--- src/rtl/mem_stage_if.sv ---
// Data-memory bus between the MEM pipeline stage (master) and the memory (slave).
// The request is level-held by the master; the memory answers with a one-cycle ack.
interface mem_stage_if;
  logic        dmem_req;
  logic        dmem_we;
  logic [31:0] dmem_addr;
  logic [31:0] dmem_wdata;
  logic [31:0] dmem_rdata;
  logic        dmem_ack;

  modport master (
    output dmem_req, dmem_we, dmem_addr, dmem_wdata,
    input  dmem_rdata, dmem_ack
  );

  modport slave (
    input  dmem_req, dmem_we, dmem_addr, dmem_wdata,
    output dmem_rdata, dmem_ack
  );
endinterface

--- src/rtl/mem_stage.sv ---
// MEM pipeline stage: issues aligned loads/stores on the dmem bus, stalls upstream
// while waiting, aborts on timeout or misalignment, and registers the WB result.
module mem_stage #(
  parameter int unsigned TIMEOUT_CYCLES = 255
) (
  input  logic        clk,
  input  logic        reset,
  input  logic [31:0] alu_result,
  input  logic [31:0] store_data,
  input  logic        zero_in,
  input  logic        wb_en_in,
  input  logic        mem_r_en_in,
  input  logic        mem_w_en_in,
  input  logic        mem_to_reg_in,
  input  logic        is_branch_in,
  input  logic [31:0] pc_branch_in,
  input  logic [4:0]  regD_in,
  mem_stage_if.master dmem,
  output logic        stall,
  output logic        RegW_en_mem,
  output logic [4:0]  mem_regD,
  output logic [31:0] regFromMem,
  output logic        WB_EN,
  output logic [4:0]  wb_regD,
  output logic [31:0] wb_data,
  output logic        branch_taken,
  output logic [31:0] branch_target,
  output logic        err_misalign,
  output logic        err_timeout
);

  typedef enum logic {S_IDLE, S_WAIT} state_t;

  localparam logic [7:0] LP_LAST = 8'(TIMEOUT_CYCLES - 1);

  state_t      r_state, w_next;
  logic [7:0]  r_cnt;
  logic [31:0] r_addr, r_wdata, r_br_tgt;
  logic        r_we, r_wb_en, r_load_wb, r_br_tk;
  logic [4:0]  r_regD;

  logic        r_WB_EN, r_br_taken, r_err_mis, r_err_to;
  logic [4:0]  r_wb_regD;
  logic [31:0] r_wb_data, r_br_target;

  logic        w_access, w_aligned, w_load, w_capture, w_stall, w_set_mis, w_set_to;
  logic        w_wb_en_nx, w_bt_nx;
  logic [4:0]  w_regD_nx;
  logic [31:0] w_data_nx, w_btgt_nx;

  assign w_access  = mem_r_en_in | mem_w_en_in;
  assign w_aligned = (alu_result[1:0] == 2'b00);

  always_comb begin
    w_next     = r_state;
    w_load     = 1'b0;
    w_capture  = 1'b0;
    w_stall    = 1'b0;
    w_set_mis  = 1'b0;
    w_set_to   = 1'b0;
    w_wb_en_nx = wb_en_in;
    w_regD_nx  = regD_in;
    w_data_nx  = alu_result;
    w_bt_nx    = is_branch_in & zero_in;
    w_btgt_nx  = pc_branch_in;
    case (r_state)
      S_IDLE: begin
        if (!w_access) begin
          w_load = 1'b1;
        end else if (w_aligned) begin
          w_capture = 1'b1;
          w_stall   = 1'b1;
          w_next    = S_WAIT;
        end else begin
          w_load     = 1'b1;
          w_wb_en_nx = 1'b0;
          w_bt_nx    = 1'b0;
          w_set_mis  = 1'b1;
        end
      end
      S_WAIT: begin
        w_regD_nx = r_regD;
        w_bt_nx   = r_br_tk;
        w_btgt_nx = r_br_tgt;
        w_data_nx = r_addr;
        // An ack in the timeout cycle still counts as a normal completion
        if (dmem.dmem_ack) begin
          w_load     = 1'b1;
          w_wb_en_nx = r_wb_en;
          w_data_nx  = r_load_wb ? dmem.dmem_rdata : r_addr;
          w_next     = S_IDLE;
        end else if (r_cnt == LP_LAST) begin
          w_load     = 1'b1;
          w_wb_en_nx = 1'b0;
          w_set_to   = 1'b1;
          w_next     = S_IDLE;
        end else begin
          w_stall = 1'b1;
        end
      end
      default: w_next = S_IDLE;
    endcase
  end

  always_ff @(posedge clk or negedge reset) begin
    if (!reset) begin
      r_state     <= S_IDLE;
      r_cnt       <= '0;
      r_addr      <= '0;
      r_wdata     <= '0;
      r_we        <= 1'b0;
      r_wb_en     <= 1'b0;
      r_load_wb   <= 1'b0;
      r_regD      <= '0;
      r_br_tk     <= 1'b0;
      r_br_tgt    <= '0;
      r_WB_EN     <= 1'b0;
      r_wb_regD   <= '0;
      r_wb_data   <= '0;
      r_br_taken  <= 1'b0;
      r_br_target <= '0;
      r_err_mis   <= 1'b0;
      r_err_to    <= 1'b0;
    end else begin
      r_state <= w_next;
      if (r_state == S_WAIT && w_next == S_WAIT) r_cnt <= r_cnt + 8'd1;
      else                                       r_cnt <= '0;
      if (w_capture) begin
        r_addr    <= alu_result;
        r_wdata   <= store_data;
        r_we      <= mem_w_en_in;
        r_wb_en   <= wb_en_in;
        r_load_wb <= mem_r_en_in & ~mem_w_en_in & mem_to_reg_in;
        r_regD    <= regD_in;
        r_br_tk   <= is_branch_in & zero_in;
        r_br_tgt  <= pc_branch_in;
      end
      if (w_load) begin
        r_WB_EN     <= w_wb_en_nx;
        r_wb_regD   <= w_regD_nx;
        r_wb_data   <= w_data_nx;
        r_br_taken  <= w_bt_nx;
        r_br_target <= w_btgt_nx;
      end
      if (w_set_mis) r_err_mis <= 1'b1;
      if (w_set_to)  r_err_to  <= 1'b1;
    end
  end

  // Stall is gated by reset so it drops immediately, not on the next edge
  assign stall            = w_stall & reset;
  assign dmem.dmem_req    = (r_state == S_WAIT);
  assign dmem.dmem_we     = r_we;
  assign dmem.dmem_addr   = r_addr;
  assign dmem.dmem_wdata  = r_wdata;

  assign RegW_en_mem   = wb_en_in;
  assign mem_regD      = regD_in;
  assign regFromMem    = alu_result;
  assign WB_EN         = r_WB_EN;
  assign wb_regD       = r_wb_regD;
  assign wb_data       = r_wb_data;
  assign branch_taken  = r_br_taken;
  assign branch_target = r_br_target;
  assign err_misalign  = r_err_mis;
  assign err_timeout   = r_err_to;

endmodule

--- src/flat_wrapper.sv ---
// flat-port wrapper written by rule: the top's interface ports become plain ports
module mem_stage_flat 
#(
  parameter int unsigned TIMEOUT_CYCLES = 255
)
  (clk, reset, alu_result, store_data, zero_in, wb_en_in, mem_r_en_in, mem_w_en_in, mem_to_reg_in, is_branch_in, pc_branch_in, regD_in, stall, RegW_en_mem, mem_regD, regFromMem, WB_EN, wb_regD, wb_data, branch_taken, branch_target, err_misalign, err_timeout, dmem_dmem_req, dmem_dmem_we, dmem_dmem_addr, dmem_dmem_wdata, dmem_dmem_rdata, dmem_dmem_ack);
  mem_stage_if dmem_i ();
  input  logic clk;
  input  logic reset;
  input  logic [31:0] alu_result;
  input  logic [31:0] store_data;
  input  logic zero_in;
  input  logic wb_en_in;
  input  logic mem_r_en_in;
  input  logic mem_w_en_in;
  input  logic mem_to_reg_in;
  input  logic is_branch_in;
  input  logic [31:0] pc_branch_in;
  input  logic [4:0] regD_in;
  output logic stall;
  output logic RegW_en_mem;
  output logic [4:0] mem_regD;
  output logic [31:0] regFromMem;
  output logic WB_EN;
  output logic [4:0] wb_regD;
  output logic [31:0] wb_data;
  output logic branch_taken;
  output logic [31:0] branch_target;
  output logic err_misalign;
  output logic err_timeout;
  output wire logic [$bits(dmem_i.dmem_req)-1:0] dmem_dmem_req;
  output wire logic [$bits(dmem_i.dmem_we)-1:0] dmem_dmem_we;
  output wire logic [$bits(dmem_i.dmem_addr)-1:0] dmem_dmem_addr;
  output wire logic [$bits(dmem_i.dmem_wdata)-1:0] dmem_dmem_wdata;
  input wire logic [$bits(dmem_i.dmem_rdata)-1:0] dmem_dmem_rdata;
  input wire logic [$bits(dmem_i.dmem_ack)-1:0] dmem_dmem_ack;
  assign dmem_dmem_req = dmem_i.dmem_req;
  assign dmem_dmem_we = dmem_i.dmem_we;
  assign dmem_dmem_addr = dmem_i.dmem_addr;
  assign dmem_dmem_wdata = dmem_i.dmem_wdata;
  assign dmem_i.dmem_rdata = dmem_dmem_rdata;
  assign dmem_i.dmem_ack = dmem_dmem_ack;
  mem_stage #(.TIMEOUT_CYCLES(TIMEOUT_CYCLES)) u_core (.clk(clk), .reset(reset), .alu_result(alu_result), .store_data(store_data), .zero_in(zero_in), .wb_en_in(wb_en_in), .mem_r_en_in(mem_r_en_in), .mem_w_en_in(mem_w_en_in), .mem_to_reg_in(mem_to_reg_in), .is_branch_in(is_branch_in), .pc_branch_in(pc_branch_in), .regD_in(regD_in), .dmem(dmem_i), .stall(stall), .RegW_en_mem(RegW_en_mem), .mem_regD(mem_regD), .regFromMem(regFromMem), .WB_EN(WB_EN), .wb_regD(wb_regD), .wb_data(wb_data), .branch_taken(branch_taken), .branch_target(branch_target), .err_misalign(err_misalign), .err_timeout(err_timeout));
endmodule
--- config.mk ---
export PLATFORM = sky130hd
export DESIGN_NAME = mem_stage_flat
export DESIGN_NICKNAME = d
export VERILOG_FILES = /design/src/rtl/mem_stage_if.sv /design/src/rtl/mem_stage.sv /design/src/flat_wrapper.sv
export SDC_FILE = /design/constraint.sdc
export NUM_CORES = 1
export LEC_CHECK = 0
export ABC_AREA = 1
export BUFFER_PORTS_ARGS = -buffer_cell sky130_fd_sc_hd__buf_2
export CAP_MARGIN = 30
export CORE_MARGIN = 2
export CORE_UTILIZATION = 54
export DETAILED_ROUTE_END_ITERATION = 10
export PLACE_DENSITY = 0.9
export SLEW_MARGIN = 20
export SYNTH_ARGS = -nofsm -noshare
export SYNTH_HDL_FRONTEND = slang
export SYNTH_SLANG_ARGS = --single-unit
--- constraint.sdc ---
create_clock -name clk -period 4.3 [get_ports clk]
set_input_delay 0.43 -clock clk [delete_from_list [all_inputs] [get_ports clk]]
set_output_delay 0.43 -clock clk [all_outputs]
set_load 0.1 [all_outputs]
# [Word level (Yosys, flattened, before mapping)]
# Cells that the tools add are included.
[word_totals] output_inout_bits=178 word_cells=57 ff_bits=187 in_bits=142
[op_classes] mux=29 addsub=1 n_eq_ne=1 n_reduce_logical=2 bitwise=7
[op_table] op="2-to-1 mux 32 bit" n=4
[op_table] op="2-to-1 mux 1 bit" n=19
[op_table] op="adder 8 x 1 -> 8 bit (second input constant)" n=1
[op_table] op="equality test 8 bit (second input constant)" n=1
[op_table] op="2-to-1 mux 8 bit" n=1
[op_table] op="one-hot mux 1 bit (2 select lines)" n=4
[op_table] op="2-to-1 mux 5 bit" n=1
[op_table] op="AND 1 bit" n=4
[op_table] op="logical NOT 2 bit" n=1
[op_table] op="inverter 1 bit" n=2
[op_table] op="logical AND 1 bit" n=1
[op_table] op="OR 1 bit" n=1

# [Longest topological paths before layout]
[depth] ltp_word=6 mapped_depth=12 mapped_depth_nobuf=11

# [Worst setup path after synthesis]
# OpenSTA, ideal clock, no wires.
[synth_path] path_kind="register to output" start="register u_core.r_state, in the netlist u_core.dmem.dmem_req" end="output port stall" arrival_time_ns=2.834 path_stages_with_launch=6 path_buffers=1 slack_ns=1.036 required_time_ns=3.870 path_cell_list="dfrtp_1 -> inv_2 -> nand2_1 -> nand2_4 -> buf_4 -> nor2_1"
[synth_via] elab_chain_cells=3
[synth_lines] element="start: declaration" line_no="mem_stage.sv:36" rtl="state_t r_state, w_next;"
[synth_lines] element="start signal: assignment" line_no="mem_stage.sv:125" rtl="r_state <= w_next;"
[synth_lines] element="inverter 1 bit"
[synth_lines] element="one-hot mux 1 bit (2 select lines) (*)" line_no="mem_stage.sv:66" rtl="case (r_state)"
[synth_lines] element="AND 1 bit (*)" line_no="mem_stage.sv:151" rtl="assign stall = w_stall & reset;"
[synth_lines] element="end: declaration" line_no="flat_wrapper.sv:20" rtl="output logic stall;"
# Every way passes the cells marked *; elsewhere a longest branch is shown, timed or not.

# [Worst setup path in the final report]
# Same ends and word-level chain as after synthesis.

==> impl_metrics.csv <==
group,metric,value,unit
route,viasPerCell,5.215,
route,final_antenna_net_count,0,
clock_tree,ctsLongestPathBuffers,2,
setup_path,crit_path_max_incr_delay,0.56,ns
setup_path,slowest_stage,"dfrtp_4",
setup_path,cp_cell_sequence,"inv_2, nand2_1, nand2_4, nor2_1, buf_2",
route,routedWlPerCell,15.02,um
floorplan,start_util,54.65,%
grt,grt_overflow,0,
layout,finish.utilization,66.91,%
synthesis,seq_area_frac_synth,54.50,%
setup_path,endpoint_kind,"primary output",
grt,antenna_found_initial,0,
layout,nets,1464,
layout,nFillCells,1305,
layout,final_cells,1549,
clock_tree,clkTransAtPathRegs,0.08,ns
setup_path,crit-reg2reg-capture,"u_core.branch_target[3]",
setup_path,r2r-start,"u_core.dmem.dmem_req",
timing,final_hold_viol_count,0,
route,dr.first_iter.drc_count,530,
clock_tree,post_cts_buffers,0,
layout,area_growth_syn_to_layout,22.42,%
clock_tree,cts_sinks,187,
layout,antenna-diode-count,0,
synthesis,ys_seq_elements,187,
synthesis,netlist_area,8587,um2
synthesis,yosys.area.top_type_share,54.50,%
layout,stdcell_area,10510,um2
grt,grt_use_met1,33.99,%
grt,grtUsageMet2,44.93,%
timing,clock.fmax,357.6,MHz
grt,use_met3,6.027,%
setup_path,r2r_slack,1.78,ns
setup_path,startpoint_type,"flop",
setup_path,arrival,2.37,ns
synthesis,yosysTopAreaCell,"dfrtp_1",
synthesis,synthTopCellsByArea,"dfrtp_1 54%, nand2_1 23%, o21ai_0 8.6%",
placement,place.detailed.hpwl,15680,um
timing,fin_crit,2.797,ns
layout,multi_input_area,3070,um2
grt,grt_first_pass_wirelength,35690,um
layout,regArea,4683,um2
synthesis,synth_cells,1075,
floorplan,core-area,15710,um2
setup_path,crit_family,"buffers and inverters",
floorplan,die_y,130.1,um
grt,grt_max_degree,154,
run_status,status,"completed",
setup_path,r2r_cells,6,
placement,port_buffers,319,
timing,maxSlewViolCount,0,
setup_path,cp.required,3.87,ns
synthesis,synth_fp_nets,1219,
timing,relSlewSlack,33.74,%
clock_tree,clock_latency,0.43,ns
run,maxCapViolations,0,
clock_tree,ctsRootBufferMaster,"clkbuf_16",
route,dr.pass1.iters,7,
placement,placed_cells,1516,
synthesis,yosysWarnings,0,
grt,busiest_layer,"met2",
hold_path,worstHoldStart,"store_data[11]",
route,dr_total_vias,8078,
clock_tree,cts.htree.levels,4,
route,drc,0,
setup_path,crit_type,"reg2out",
placement,place.gp.congestion,0.8027,
setup_path,path_buf_inv,2,
timing,post-route-period-util,65.04,%
clock_tree,hold_buffers,1,
route,routed_wl,23260,um
clock_tree,post_cts_resized,0,
grt,grtUsageTotal,27.07,%
timing,clock_skew,0.01668,ns
hold_path,holdPathStages,3,
placement,dpl_cell_area,9893,um2
clock_tree,cts_tree,"built",
timing,fin_setup_tns,0,ns
synthesis,ys_types,25,
synthesis,postSynthAreaPerCell,7.988,um2
hold_path,hp-class,"in2reg",
floorplan,die_x,130.1,um
hold_path,whs_endpoint,"u_core.dmem.dmem_wdata[11]",
layout,drive_gt1_share,27.23,%
timing,worstMarginPinSlew,0.9915,ns
clock_tree,cts_made_buffers,17,
timing,rsz0062_at_grt,"false",
grt,grt_pass1_vias,7392,
floorplan,design.die.area,16930,um2
setup_path,critical_path.max_fanout,36,
floorplan,row_count,46,
floorplan,io_pins,320,
timing,setup_viol,0,
==> cells in the final DEF, fill, tap and decap left out, types with 2 or more instances in the layout <==
master,instances
nand2_1,517
clkbuf_8,2
xor2_1,2
inv_1,52
nor3b_1,2
clkbuf_1,3
nand3_1,7
nor2_1,11
o21ai_0,148
buf_2,318
nand2_2,2
ha_1,2
bufinv_16,3
buf_4,4
clkbuf_16,17
a21oi_1,35
clkinvlp_4,3
dfrtp_1,186
inv_6,4
==> stage by stage <==
step / setup WS (ns) / hold WS, ns
after floorplan: 1.036 / 0.1344
after global placement: 1.837 / 0.3682
after detailed placement: 1.734 / 0.3744
after CTS: 1.496 / 0.1829
after global routing: 1.427 / 0.1997
final: 1.503 / 0.1974
==> registers in the layout (all words and copies together), names as in the netlist <==
signal and count:
u_core.WB_EN 1, u_core.branch_taken 1, u_core.branch_target 32, u_core.dmem.dmem_addr 32, u_core.dmem.dmem_req 1, u_core.dmem.dmem_wdata 32, u_core.dmem.dmem_we 1, u_core.err_misalign 1
u_core.err_timeout 1, u_core.r_br_tgt 32, u_core.r_br_tk 1, u_core.r_cnt 8, u_core.r_load_wb 1, u_core.r_regD 5, u_core.r_wb_en 1, u_core.wb_data 32
u_core.wb_regD 5
==> how the worst max path moves through the flow <==
stage	startpoint	end	slack, ns	depth (start not counted)
floorplan	u_core.dmem.dmem_req	stall	1.04	5
global placement	dmem_dmem_ack	u_core.wb_data[27]	1.84	6
detailed placement	dmem_dmem_ack	u_core.wb_data[1]	1.73	6
CTS	u_core.dmem.dmem_req	stall	1.50	5
global route	u_core.dmem.dmem_req	stall	1.43	5
finish	u_core.dmem.dmem_req	stall	1.50	5
==> cells by family after synthesis <==
logic type / synth area share [%]
DFF: 54.50
and+or+nand+nor: 24.22
adders and majority gates: 0.2914
buffers and inverters: 9.748
xor gates and xnor gates: 0.3060
AOI/OAI and AO/OA: 10.94
==> metal layers <==
layer,up-vias,wire length (um)
met5,-,0
met4,0,789
met3,66,1927
met2,439,11400
met1,3776,9150
li1,3797,-
==> tightest hold or removal path, delay by kind of cell <==
family	cells	cell delay [ns]
AND/OR/NAND/NOR	2	0.09
buffers and inverters	1	0.07
==> cell usage after synthesis, drive strengths merged <==
library cell	n
inv	55
or2	1
buf	66
clkbuf	33
xor2	2
o21ai	148
o21bai	1
nor2	13
a31o	1
o21a	1
nand2	520
ha	2
xnor2	1
dfrtp	187
nor3b	2
nand3	7
a21oi	35
==> cell type report <==
class	count	share of cell area, %
flip-flops and latches	187	44.55
inverters	55	2.035
clock buffers	21	4.285
repair buffers	325	15.84
multi-input cells	734	29.21
well taps	216	2.571
clock inverters	11	1.512
Power is left out: the tool's default activity adds up to more than one toggle a clock period on the data nets, which glitch-free logic cannot reach.
